`src/rtl/mc_ctrl_fsm.sv`:
```
// Multi-cycle control sequencer for an RV32I-subset datapath: steps each instruction
// through FETCH/DECODE/EXEC/MEM/WB, drives datapath strobes, counts retirements, traps on error.
module mc_ctrl_fsm #(
  parameter int unsigned TIMEOUT = 15,
  parameter int unsigned CNT_W   = 32
) (
  input  logic             clk,
  input  logic             rst_n,
  input  logic [6:0]       opcode,
  input  logic [2:0]       funct3,
  input  logic             funct7b5,
  input  logic             zero,
  input  logic             mem_ready,
  output logic             mem_req,
  output logic             mem_we,
  output logic             addr_sel,
  output logic             ir_write,
  output logic             pc_write,
  output logic             pc_src,
  output logic             reg_write,
  output logic [1:0]       wb_sel,
  output logic             alu_src_b,
  output logic [3:0]       alu_ctrl,
  output logic [CNT_W-1:0] instret,
  output logic             trap
);

  typedef enum logic [2:0] {
    S_FETCH, S_DECODE, S_EXEC, S_MEM, S_WB, S_TRAP
  } state_t;

  localparam logic [6:0] OP_R      = 7'b0110011;
  localparam logic [6:0] OP_I      = 7'b0010011;
  localparam logic [6:0] OP_LOAD   = 7'b0000011;
  localparam logic [6:0] OP_STORE  = 7'b0100011;
  localparam logic [6:0] OP_BRANCH = 7'b1100011;
  localparam logic [6:0] OP_JAL    = 7'b1101111;

  localparam logic [3:0] ALU_ADD = 4'b0000;
  localparam logic [3:0] ALU_SUB = 4'b0001;
  localparam logic [3:0] ALU_AND = 4'b0010;
  localparam logic [3:0] ALU_OR  = 4'b0011;
  localparam logic [3:0] ALU_XOR = 4'b0100;
  localparam logic [3:0] ALU_SLT = 4'b0101;
  localparam logic [3:0] ALU_SLL = 4'b0110;
  localparam logic [3:0] ALU_SRL = 4'b0111;
  localparam logic [3:0] ALU_SRA = 4'b1000;

  localparam logic [7:0] WAIT_MAX = 8'(TIMEOUT);

  state_t     state, state_nxt;
  logic [7:0] wait_cnt, wait_nxt;

  // The ALU has no unsigned compare, so funct3=011 is illegal; funct7b5 is only
  // meaningful for SUB/SRA (R) and SRAI (I), and SLLI with it set is illegal.
  logic r_ok, i_ok, is_r, is_i, is_lw, is_sw, is_br, is_jal, legal, taken;

  always_comb begin
    r_ok   = (funct3 != 3'b011) && (!funct7b5 || funct3 == 3'b000 || funct3 == 3'b101);
    i_ok   = (funct3 != 3'b011) && !(funct3 == 3'b001 && funct7b5);
    is_r   = (opcode == OP_R) && r_ok;
    is_i   = (opcode == OP_I) && i_ok;
    is_lw  = (opcode == OP_LOAD)  && (funct3 == 3'b010);
    is_sw  = (opcode == OP_STORE) && (funct3 == 3'b010);
    is_br  = (opcode == OP_BRANCH) && (funct3[2:1] == 2'b00);
    is_jal = (opcode == OP_JAL);
    legal  = is_r || is_i || is_lw || is_sw || is_br || is_jal;
    taken  = funct3[0] ? !zero : zero;
  end

  function automatic logic [3:0] alu_op(input logic [2:0] f3, input logic b5, input logic allow_sub);
    case (f3)
      3'b000:  alu_op = (allow_sub && b5) ? ALU_SUB : ALU_ADD;
      3'b001:  alu_op = ALU_SLL;
      3'b010:  alu_op = ALU_SLT;
      3'b100:  alu_op = ALU_XOR;
      3'b101:  alu_op = b5 ? ALU_SRA : ALU_SRL;
      3'b110:  alu_op = ALU_OR;
      3'b111:  alu_op = ALU_AND;
      default: alu_op = ALU_ADD;
    endcase
  endfunction

  // NOTE: every output and next-state variable gets a default first so no path leaves
  // one unassigned, which would otherwise infer a latch.
  always_comb begin
    state_nxt = state;
    wait_nxt  = 8'd0;
    mem_req   = 1'b0;
    mem_we    = 1'b0;
    addr_sel  = 1'b0;
    ir_write  = 1'b0;
    pc_write  = 1'b0;
    pc_src    = 1'b0;
    reg_write = 1'b0;
    wb_sel    = 2'b00;
    alu_src_b = 1'b0;
    alu_ctrl  = ALU_ADD;

    case (state)
      S_FETCH: begin
        mem_req = 1'b1;
        if (mem_ready) begin
          ir_write  = 1'b1;
          state_nxt = S_DECODE;
        end else if (wait_cnt == WAIT_MAX) begin
          state_nxt = S_TRAP;
        end else begin
          wait_nxt = wait_cnt + 8'd1;
        end
      end
      S_DECODE: state_nxt = legal ? S_EXEC : S_TRAP;
      S_EXEC: begin
        alu_src_b = 1'b1;
        if (is_r) begin
          alu_src_b = 1'b0;
          alu_ctrl  = alu_op(funct3, funct7b5, 1'b1);
          state_nxt = S_WB;
        end else if (is_i) begin
          alu_ctrl  = alu_op(funct3, funct7b5, 1'b0);
          state_nxt = S_WB;
        end else if (is_lw || is_sw) begin
          state_nxt = S_MEM;
        end else if (is_jal) begin
          state_nxt = S_WB;
        end else if (is_br) begin
          alu_src_b = 1'b0;
          alu_ctrl  = ALU_SUB;
          pc_write  = 1'b1;
          pc_src    = taken;
          state_nxt = S_FETCH;
        end else begin
          state_nxt = S_TRAP;
        end
      end
      S_MEM: begin
        mem_req  = 1'b1;
        addr_sel = 1'b1;
        mem_we   = is_sw;
        if (mem_ready) begin
          if (is_sw) begin
            pc_write  = 1'b1;
            state_nxt = S_FETCH;
          end else begin
            state_nxt = S_WB;
          end
        end else if (wait_cnt == WAIT_MAX) begin
          state_nxt = S_TRAP;
        end else begin
          wait_nxt = wait_cnt + 8'd1;
        end
      end
      S_WB: begin
        reg_write = 1'b1;
        wb_sel    = is_lw ? 2'b01 : (is_jal ? 2'b10 : 2'b00);
        pc_write  = 1'b1;
        pc_src    = is_jal;
        state_nxt = S_FETCH;
      end
      default: state_nxt = S_TRAP;
    endcase

    // Strobes must be quiet the moment reset asserts, even mid-access.
    if (!rst_n) begin
      mem_req   = 1'b0;
      mem_we    = 1'b0;
      addr_sel  = 1'b0;
      ir_write  = 1'b0;
      pc_write  = 1'b0;
      pc_src    = 1'b0;
      reg_write = 1'b0;
      wb_sel    = 2'b00;
      alu_src_b = 1'b0;
      alu_ctrl  = ALU_ADD;
    end
  end

  // NOTE: sequential state uses non-blocking assignments so every flop samples
  // pre-edge values regardless of statement order.
  always_ff @(posedge clk or negedge rst_n) begin
    if (!rst_n) begin
      state    <= S_FETCH;
      wait_cnt <= 8'd0;
      instret  <= '0;
    end else begin
      state    <= state_nxt;
      wait_cnt <= wait_nxt;
      if (pc_write) instret <= instret + CNT_W'(1);
    end
  end

  assign trap = (state == S_TRAP);

endmodule
```
`config.mk`:
```
export PLATFORM = sky130hd
export DESIGN_NAME = mc_ctrl_fsm
export DESIGN_NICKNAME = d
export VERILOG_FILES = /design/src/rtl/mc_ctrl_fsm.sv
export SDC_FILE = /design/constraint.sdc
export NUM_CORES = 1
export LEC_CHECK = 0
export ABC_AREA = 1
export CORE_MARGIN = 4
export CORE_UTILIZATION = 52
export CTS_CLUSTER_SIZE = 40
export DETAILED_ROUTE_END_ITERATION = 10
export GPL_TIMING_DRIVEN = 1
export PLACE_DENSITY = 0.84
export RECOVER_POWER = 25
export SLEW_MARGIN = 20
export SYNTH_ARGS = -nofsm -noshare
export SYNTH_HDL_FRONTEND = slang
export SYNTH_SLANG_ARGS = --single-unit
export TNS_END_PERCENT = 1
```
`constraint.sdc`:
```
create_clock -name clk -period 2.1 [get_ports clk]
set_input_delay 0.42 -clock clk [delete_from_list [all_inputs] [get_ports clk]]
set_output_delay 0.42 -clock clk [all_outputs]
set_load 0.01 [all_outputs]
```
==> After elaboration in Yosys (flattened, before gate mapping) <==
Cells that the tools add are included.
Widths: inputs -> output; s select.
{ "word_totals": {"regBits": 43, "inputBits": 15} }
{ "classes": {"add_sub_neg": 2, "n_eq_ne": 19, "mux": 64, "n_reduce_logical": 23} }
{ "op_table": {"columns": ["op", "count"], "rows": [
  ["$mux 1", 37],
  ["$add 32x1->32 const B", 1],
  ["$mux 3", 10],
  ["$pmux 4 s7", 1],
  ["$mux 8", 3],
  ["$pmux 4 s6", 1],
  ["$mux 4", 5],
  ["$eq 3x3->1 const B", 6],
  ["$pmux 3 s5", 1],
  ["$eq 7x6->1 const B", 2],
  ["$eq 7x7->1 const B", 2],
  ["$eq 3x2->1 const B", 3],
  ["$add 8x1->8 const B", 1],
  ["$eq 8x4->1 const B", 1],
  ["$logic_and 1x1->1", 8],
  ["$logic_or 1x1->1", 8],
  ["$mux 2", 4],
  ["$eq 7x2->1 const B", 1],
  ["$eq 7x5->1 const B", 1],
  ["$eq 3x1->1 const B", 2],
  ["$logic_not 3->1", 2],
  ["$logic_not 1->1", 3],
  ["$ne 3x2->1 const B", 1],
  ["$pmux 1 s3", 1],
  ["other kinds (3)", 3]
]} }

==> Depth between registers and ports, before layout <==
Gate-level depths: netlist of the first run.
{ "depth": {"word_depth": 12, "ltp_mapped": 11, "depth_no_buf": 10} }

==> Worst setup path before layout of the first run <==
Ideal clock, no wire load.
{ "synth_path": {"kind": "input -> output", "from": "input rst_n", "to": "output pc_src", "arrival_ps": 1446, "slack_ps": 234, "stages": 5, "path_buffers": 1, "cell_sequence": "clkbuf_1 inv_1 nor2_1 inv_1 o21ai_0"} }
{ "synth_between": {"elab_chain_cells": 1} }
{ "synth_lines": {"columns": ["item", "line_no", "source"], "rows": [
  ["start, declared", "8", "input logic rst_n,"],
  ["$mux 1", "164", "if (!rst_n) begin"],
  ["end, declared", "19", "output logic pc_src,"]
]} }
No other way between the ends.

==> Worst setup path after layout of the first run <==
{ "layout_path": {"from": "input opcode[1]", "to": "output alu_ctrl[3]"} }
{ "layout_between": {"elab_chain_cells": 6} }
{ "layout_lines": {"columns": ["item", "line_no", "source"], "rows": [
  ["start, declared", "9", "input logic [6:0] opcode,"],
  ["$eq 7x5->1", "62", "is_i = (opcode == OP_I) && i_ok;"],
  ["$logic_and 1x1->1", "62", null],
  ["$mux 4", "119", "end else if (is_i) begin"],
  ["$mux 4 (*)", "115", "if (is_r) begin"],
  ["$mux 4 (*)", "100", "case (state)"],
  ["$mux 4 (*)", "164", null],
  ["end, declared", "23", "output logic [3:0] alu_ctrl,"]
]} }
Every way passes the cells marked *; elsewhere a longest branch is shown, timed or not.

==> out/summary.txt, run 1 <==
Final Total Pwr - 1.49 mW
Clock Sink Count - 43
count of final max-slew check failures - 34
synth unique cells - 26
Worst R2R Setup Slack - 240 ps
HPWL after detailed placement - 7020 um
Clock power frac - 35.1%
Power Dens Cells - 348 mW/mm^2
Reg area - 0.00108 mm^2
Least-Margin Pin Slew - 1530 ps
Crit Path Class - input port to output port
post-route ant nets - 0
cts bufs inserted - 5
# setup viols final - 5
Placer Congestion - 0.961
GRT Overall Usage - 25.7%
min setup slack post-route - -61.6 ps
die height - 85.8 um
Seq pwr share - 55.5%
cell area after synthesis - 0.00315 mm^2
router iterations before antenna repair - 7
synthesis-stage register bit count - 43
final hold viol count - 0
Slew HR - -1.68%
Peak VDD IR - 0.000217 V
Synth Warn # - 0
R2R Path End - instret[30]
Worst EP arrival - 1740 ps
failing checks - capacitance limit, slew limit, setup timing
fmax - 463 MHz
chip width - 85.8 um
HP Class - input port to async pin
layout cell share with drive strength beyond 1 - 18.7%
vias post-DR - 3,755
Final Cycle Share - 103%
Reg2Reg Launch Point - instret[1]
first-pass GRT wire length - 15,400 um
largest net degree at the start of global routing - 39
syn avg cell area - 6.35 um^2
Post-Route Utilization - 72.7%
Pint - 1.12 mW
number of global-route vias before repair - 3,465
leakage power - 2.11 nW
CP Max Fanout - 3
crit path capture type - output port
Worst Reg-to-Reg Cells - 10
Skew-Pair Late Insertion Delay - 300 ps
drt drc - 0
Sum Neg Setup Slack - -182 ps
Wirelength per Cell - 14.5 um
initial antenna violation count - 0
Worst Setup Start Kind - input port
post-place setup slack - -731 ps
CTS Root Cell - clkbuf_8
Final Critical Period - 2160 ps
WP data required - 1680 ps
grt total ovfl - 0
RSZ-0062 raised after global routing - true
CTS tree - yes
clock buffer depth - 2
FILL cells - 474
hold_ws - 182 ps
core footprint - 0.00589 mm^2
die area - 0.00736 mm^2
DR vias/cell - 5.49
Iter 0 DRT Violations - 219
max-cap violation count - 1
status - complete, but fails checks
final clock skew - 5.32 ps
sequential share of the synthesized area - 34.2%
Port Buffers - 61
Initial Utilization - 53.4%
Mapped Nets - 512
sw frac - 25.1%
Comb power frac - 9.4%
Mapped Cells - 495
H-tree depth - 2
num rows - 28
Boundary Pins - 62
Area Growth Syn to Fin - 36.1%
Worst-path clk slew - 80 ps
footprint of the multi-input gates - 0.00196 mm^2
nets@finish - 625
drt total wl - 9930 um
Switch Pwr - 0.375 mW
ANT cells - 0
layout make-up:
cell class / count / area share (%)
Multi-Input combinational cell: 407 / 45.9
Sequential cell: 43 / 25.2
Timing Repair Buffer: 116 / 21.8
Inverter: 35 / 3.07
Tap cell: 75 / 2.19
Clock buffer: 7 / 1.78
Clock inverter: 1 / 0.117
critical path: stages:
cell and delay (ps):
dlygate4sd2_1 210, nand2_2 70, nor2_4 140, buf_6 120
nand2_4 50, nor2_4 130, buf_6 110, nor2_2 40
nor4_2 280, buf_2 180
power groups by stage:
stage / Sequential [mW] / Clock [mW] / Combinational [mW]
global placement: 0.844 / 0 / 0.123
CTS: 0.827 / 0.526 / 0.131
finish: 0.827 / 0.523 / 0.141
global route: 0.827 / 0.554 / 0.151
detailed placement: 0.844 / 0 / 0.129
floorplan: 0.844 / 0 / 0.0372
cells in the mapped netlist:
| cell type | number | share of area, % |
|---|---|---|
| o21ai_0 | 8 | 1.3 |
| buf_4 | 3 | 0.72 |
| inv_1 | 32 | 3.8 |
| xnor2_1 | 7 | 1.9 |
| nor2_1 | 87 | 10 |
| a31oi_1 | 1 | 0.20 |
| nand3_2 | 3 | 0.95 |
| a21oi_1 | 5 | 0.80 |
| nor3_1 | 5 | 0.80 |
| and3_1 | 1 | 0.20 |
| nand2_1 | 195 | 23 |
| nand2_4 | 1 | 0.36 |
| xor2_1 | 13 | 3.6 |
| nor4_1 | 1 | 0.20 |
| nand4_1 | 5 | 0.99 |
| clkbuf_1 | 4 | 0.48 |
| dfrtp_1 | 43 | 34 |
| nand3_1 | 53 | 8.4 |
| nor3_2 | 1 | 0.32 |
| buf_6 | 3 | 1.1 |
| inv_2 | 3 | 0.36 |
| nor2_2 | 4 | 0.80 |
| nor2_4 | 1 | 0.36 |
| nand3b_1 | 13 | 3.1 |
| ha_1 | 2 | 0.80 |
| nand3_4 | 1 | 0.56 |
worst max path at each step:
stage / startpoint / endpoint / slack, ps
floorplan: rst_n / pc_src / 230
global placement: funct3[1] / alu_ctrl[3] / -650
finish: opcode[1] / alu_ctrl[3] / -60
CTS: opcode[2] / alu_ctrl[0] / -90
detailed placement: funct3[2] / alu_ctrl[2] / -730
global route: opcode[0] / pc_write / -140
cell families (layout without fill, tap and decap cells):
group | after synthesis | count (layout) | synth area share (%)
and+or+nand+nor | 371 | 371 | 50.7
buffers and inverters | 45 | 159 | 6.44
DFF | 43 | 43 | 34.2
xor gates and xnor gates | 20 | 20 | 5.57
AOI/OAI and AO/OA | 14 | 14 | 2.27
adders and majority gates | 2 | 2 | 0.795
placed cells by master, fill, tap and decap left out, drive strengths merged:
cell	Yosys	routed
xnor2	7	7
nor4	1	1
nand2	196	196
buf	6	60
o21ai	8	8
and3	1	1
ha	2	2
dlymetal6s2s	0	1
a21oi	5	5
clkinv	0	1
nor3	6	6
xor2	13	13
clkdlybuf4s15	0	3
nand3	57	57
nand3b	13	13
a31oi	1	1
clkbuf	4	19
dfrtp	43	43
nand4	5	5
dlygate4sd2	0	5
clkdlybuf4s50	0	35
inv	35	35
nor2	92	92
through the flow:
stage | cells | instance area, um^2
detailed placement | 663 | 4090
floorplan | 495 | 3150
global placement | 663 | 4090
global route | 684 | 4280
finish | 684 | 4280
CTS | 680 | 4220
per-layer routing:
| layer | routed length [um] | GRT usage, % | vias to the layer above |
|---|---|---|---|
| met5 | 0 | 0 | - |
| met4 | 403 | 11.2 | 0 |
| met3 | 633 | 4.61 | 40 |
| met2 | 4860 | 43.7 | 168 |
| met1 | 4040 | 32.0 | 1757 |
| li1 | - | - | 1790 |
timing repair:
action                                  4_1_cts  5_1_grt
setup buffers                                 9        4
endpoints found under the hold margin         0        0
gates resized for setup                      60       42
endpoints found under the setup margin       14       13
pin swaps                                    11       10
hold buffers                                  0        0
registers in the layout, summed over array words and instances (netlist names):
register,flops
instret,32
state,3
wait_cnt,8
No activity file was read; power rests on OpenSTA's default activity.
==> inputs of run 2 (changes only) <==
SKIP_CTS_REPAIR_TIMING = 1   (was unset)
SLEW_MARGIN = 0   (was 20)
==> out/summary.txt, run 2 (synthesis results as in run 1) <==
status - complete, but fails checks (unchanged)
failing checks - capacitance limit, slew limit, setup timing (unchanged)
initial antenna violation count - 0 (unchanged)
CTS Root Cell - clkbuf_8 (unchanged)
chip width - 85.8 um (unchanged)
max FFs per register - 32 (unchanged)
Power Dens Cells - 352 mW/mm^2 (was 348 mW/mm^2)
final clock skew - 6.20 ps (was 5.32 ps)
Worst Setup Start Kind - input port (unchanged)
Slew HR - -2.57% (was -1.68%)
commonest non-fill, non-tap cell in the layout - nand2_1 (unchanged)
first-pass GRT wire length - 15,200 um (was 15,400 um)
Iter 0 DRT Violations - 193 (was 219)
Worst Reg-to-Reg Cells - 10 (unchanged)
Crit Path Class - input port to output port (unchanged)
min setup slack post-route - -362 ps (was -61.6 ps)
post-layout instance area - 0.00423 mm^2 (was 0.00428 mm^2)
clock buffer depth - 2 (unchanged)
HP Class - input port to async pin (unchanged)
Worst EP arrival - 2040 ps (was 1740 ps)
Final Cycle Share - 117% (was 103%)
number of global-route vias before repair - 3,447 (was 3,465)
Largest regs - instret x32, wait_cnt x8, state x3 (unchanged)
dpl cell area - 0.00409 mm^2 (unchanged)
Placer Congestion - 0.961 (unchanged)
most frequent cells in the layout - nand2_1 (194), nor2_1 (80), nand3_1 (52), dfrtp_1 (43), buf_4 (42) (was nand2_1 (190), nor2_1 (75), nand3_1 (51), buf_4 (49), dfrtp_1 (42))
Wirelength per Cell - 13.9 um (was 14.5 um)
# setup viols final - 8 (was 5)
Initial Utilization - 53.4% (unchanged)
drt total wl - 9360 um (was 9930 um)
Worst-path clk slew - 80 ps (about the same)
Final Total Pwr - 1.49 mW (about the same)
crit path capture type - output port (unchanged)
Boundary Pins - 62 (unchanged)
router iterations before antenna repair - 4 (was 7)
final std cells w/o fill - 673 (was 684)
Skew-Pair Late Insertion Delay - 300 ps (about the same)
core footprint - 0.00589 mm^2 (unchanged)
drt drc - 0 (unchanged)
max-cap violation count - 1 (unchanged)
Area Growth Syn to Fin - 34.5% (was 36.1%)
Largest Register - instret (unchanged)
nets@finish - 614 (was 625)
final hold viol count - 0 (unchanged)
HPWL after detailed placement - 7020 um (unchanged)
RSZ-0062 raised after global routing - true (unchanged)
die area - 0.00736 mm^2 (unchanged)
GRT Overall Usage - 25.3% (was 25.7%)
grt total ovfl - 0 (unchanged)
DR vias/cell - 5.34 (was 5.49)
leakage power - 2.15 nW (was 2.11 nW)
die height - 85.8 um (unchanged)
H-tree depth - 2 (unchanged)
Clock Sink Count - 43 (unchanged)
layout cell share with drive strength beyond 1 - 14.5% (was 18.7%)
CP Max Fanout - 3 (unchanged)
Final Critical Period - 2460 ps (was 2160 ps)
count of final max-slew check failures - 34 (unchanged)
Least-Margin Pin Slew - 1540 ps (was 1530 ps)
cts bufs inserted - 5 (unchanged)
Port Buffers - 61 (unchanged)
fmax - 406 MHz (was 463 MHz)
FILL cells - 481 (was 474)
Peak VDD IR - 0.000217 V (about the same)
WP data required - 1680 ps (about the same)
CTS tree - yes (unchanged)
ANT cells - 0 (unchanged)
largest net degree at the start of global routing - 39 (unchanged)
vias post-DR - 3,593 (was 3,755)
dpl cells - 663 (unchanged)
num rows - 28 (unchanged)
post-route ant nets - 0 (unchanged)
run 2: cell count changes in the layout (fill, tap and decap cells not counted), sizes merged:
| cell | delta |
|---|---|
| buf | -14 |
| dlygate4sd2 | -5 |
| dlymetal6s2s | +10 |
| clkdlybuf4s15 | -3 |
| clkdlybuf4s50 | +6 |
| clkbuf | -5 |
run 2: critical path: stages:
cell             delay (ps)
clkdlybuf4s50_1         510
inv_1                    80
nor3_2                  180
nand2_1                 100
nor2_2                  180
buf_4                   130
nor2_1                   50
nor4_2                  190
buf_2                   190
run 2: through the flow:
step | hold WS, ps | setup TNS, ps | util (%) | worst slack, ps
after detailed placement | 455 | -12410 | 69.5 | -731
after floorplan | 124 | 0 | - | 234
after global placement | 443 | -9840 | 69.5 | -646
final | 306 | -1830 | 71.9 | -362
after global routing | 353 | -4400 | 71.9 | -413
after CTS | 132 | -7030 | 70.9 | -751
run 2: worst paths after layout:
path / from / end / slack (ps)
min in group clk: wait_cnt[0] / wait_cnt[0] / 480
max in group asynchronous: rst_n / instret[4] / 370
setup / recovery: opcode[4] / alu_ctrl[3] / -360
hold / removal: rst_n / state[2] / 310
setup reg to reg: instret[1] / instret[30] / 250
hold reg to reg: wait_cnt[0] / wait_cnt[0] / 480
run 2: layer usage:
metal  GRT usage, %  routed length (um)  vias up
li1               -                   -     1759
met1           32.0                3910     1665
met2           42.7                4530      133
met3           4.80                 525       36
met4           9.93                 393        0
met5              0                   0        -
run 2: cell type report:
type / instances / area [um^2] / area share, %
inverter: 35 / 131 / 3.11
clock buffer: 7 / 76.3 / 1.80
clock inverter: 1 / 5.00 / 0.118
sequential: 43 / 1080 / 25.4
tap: 75 / 93.8 / 2.22
timing repair buffer: 105 / 915 / 21.6
multi-input combinational: 407 / 1930 / 45.7
run 2: where the power goes:
| part | leakage [nW] | total, mW | switching [mW] | internal, mW |
|---|---|---|---|---|
| Sequential | 0.591 | 0.827 | 0 | 0.827 |
| Clock | 0.0422 | 0.525 | 0.291 | 0.234 |
| Combinational | 1.52 | 0.136 | 0.0798 | 0.0563 |
| Total | 2.15 | 1.49 | 0.371 | 1.12 |
==> inputs of run 3 (changes only) <==
CTS_CLUSTER_DIAMETER = 120   (was unset)
CTS_CLUSTER_SIZE = 28   (was 40)
==> results of run 3 <==
The final DEF is identical to that of run 2; final timing and power are the same.
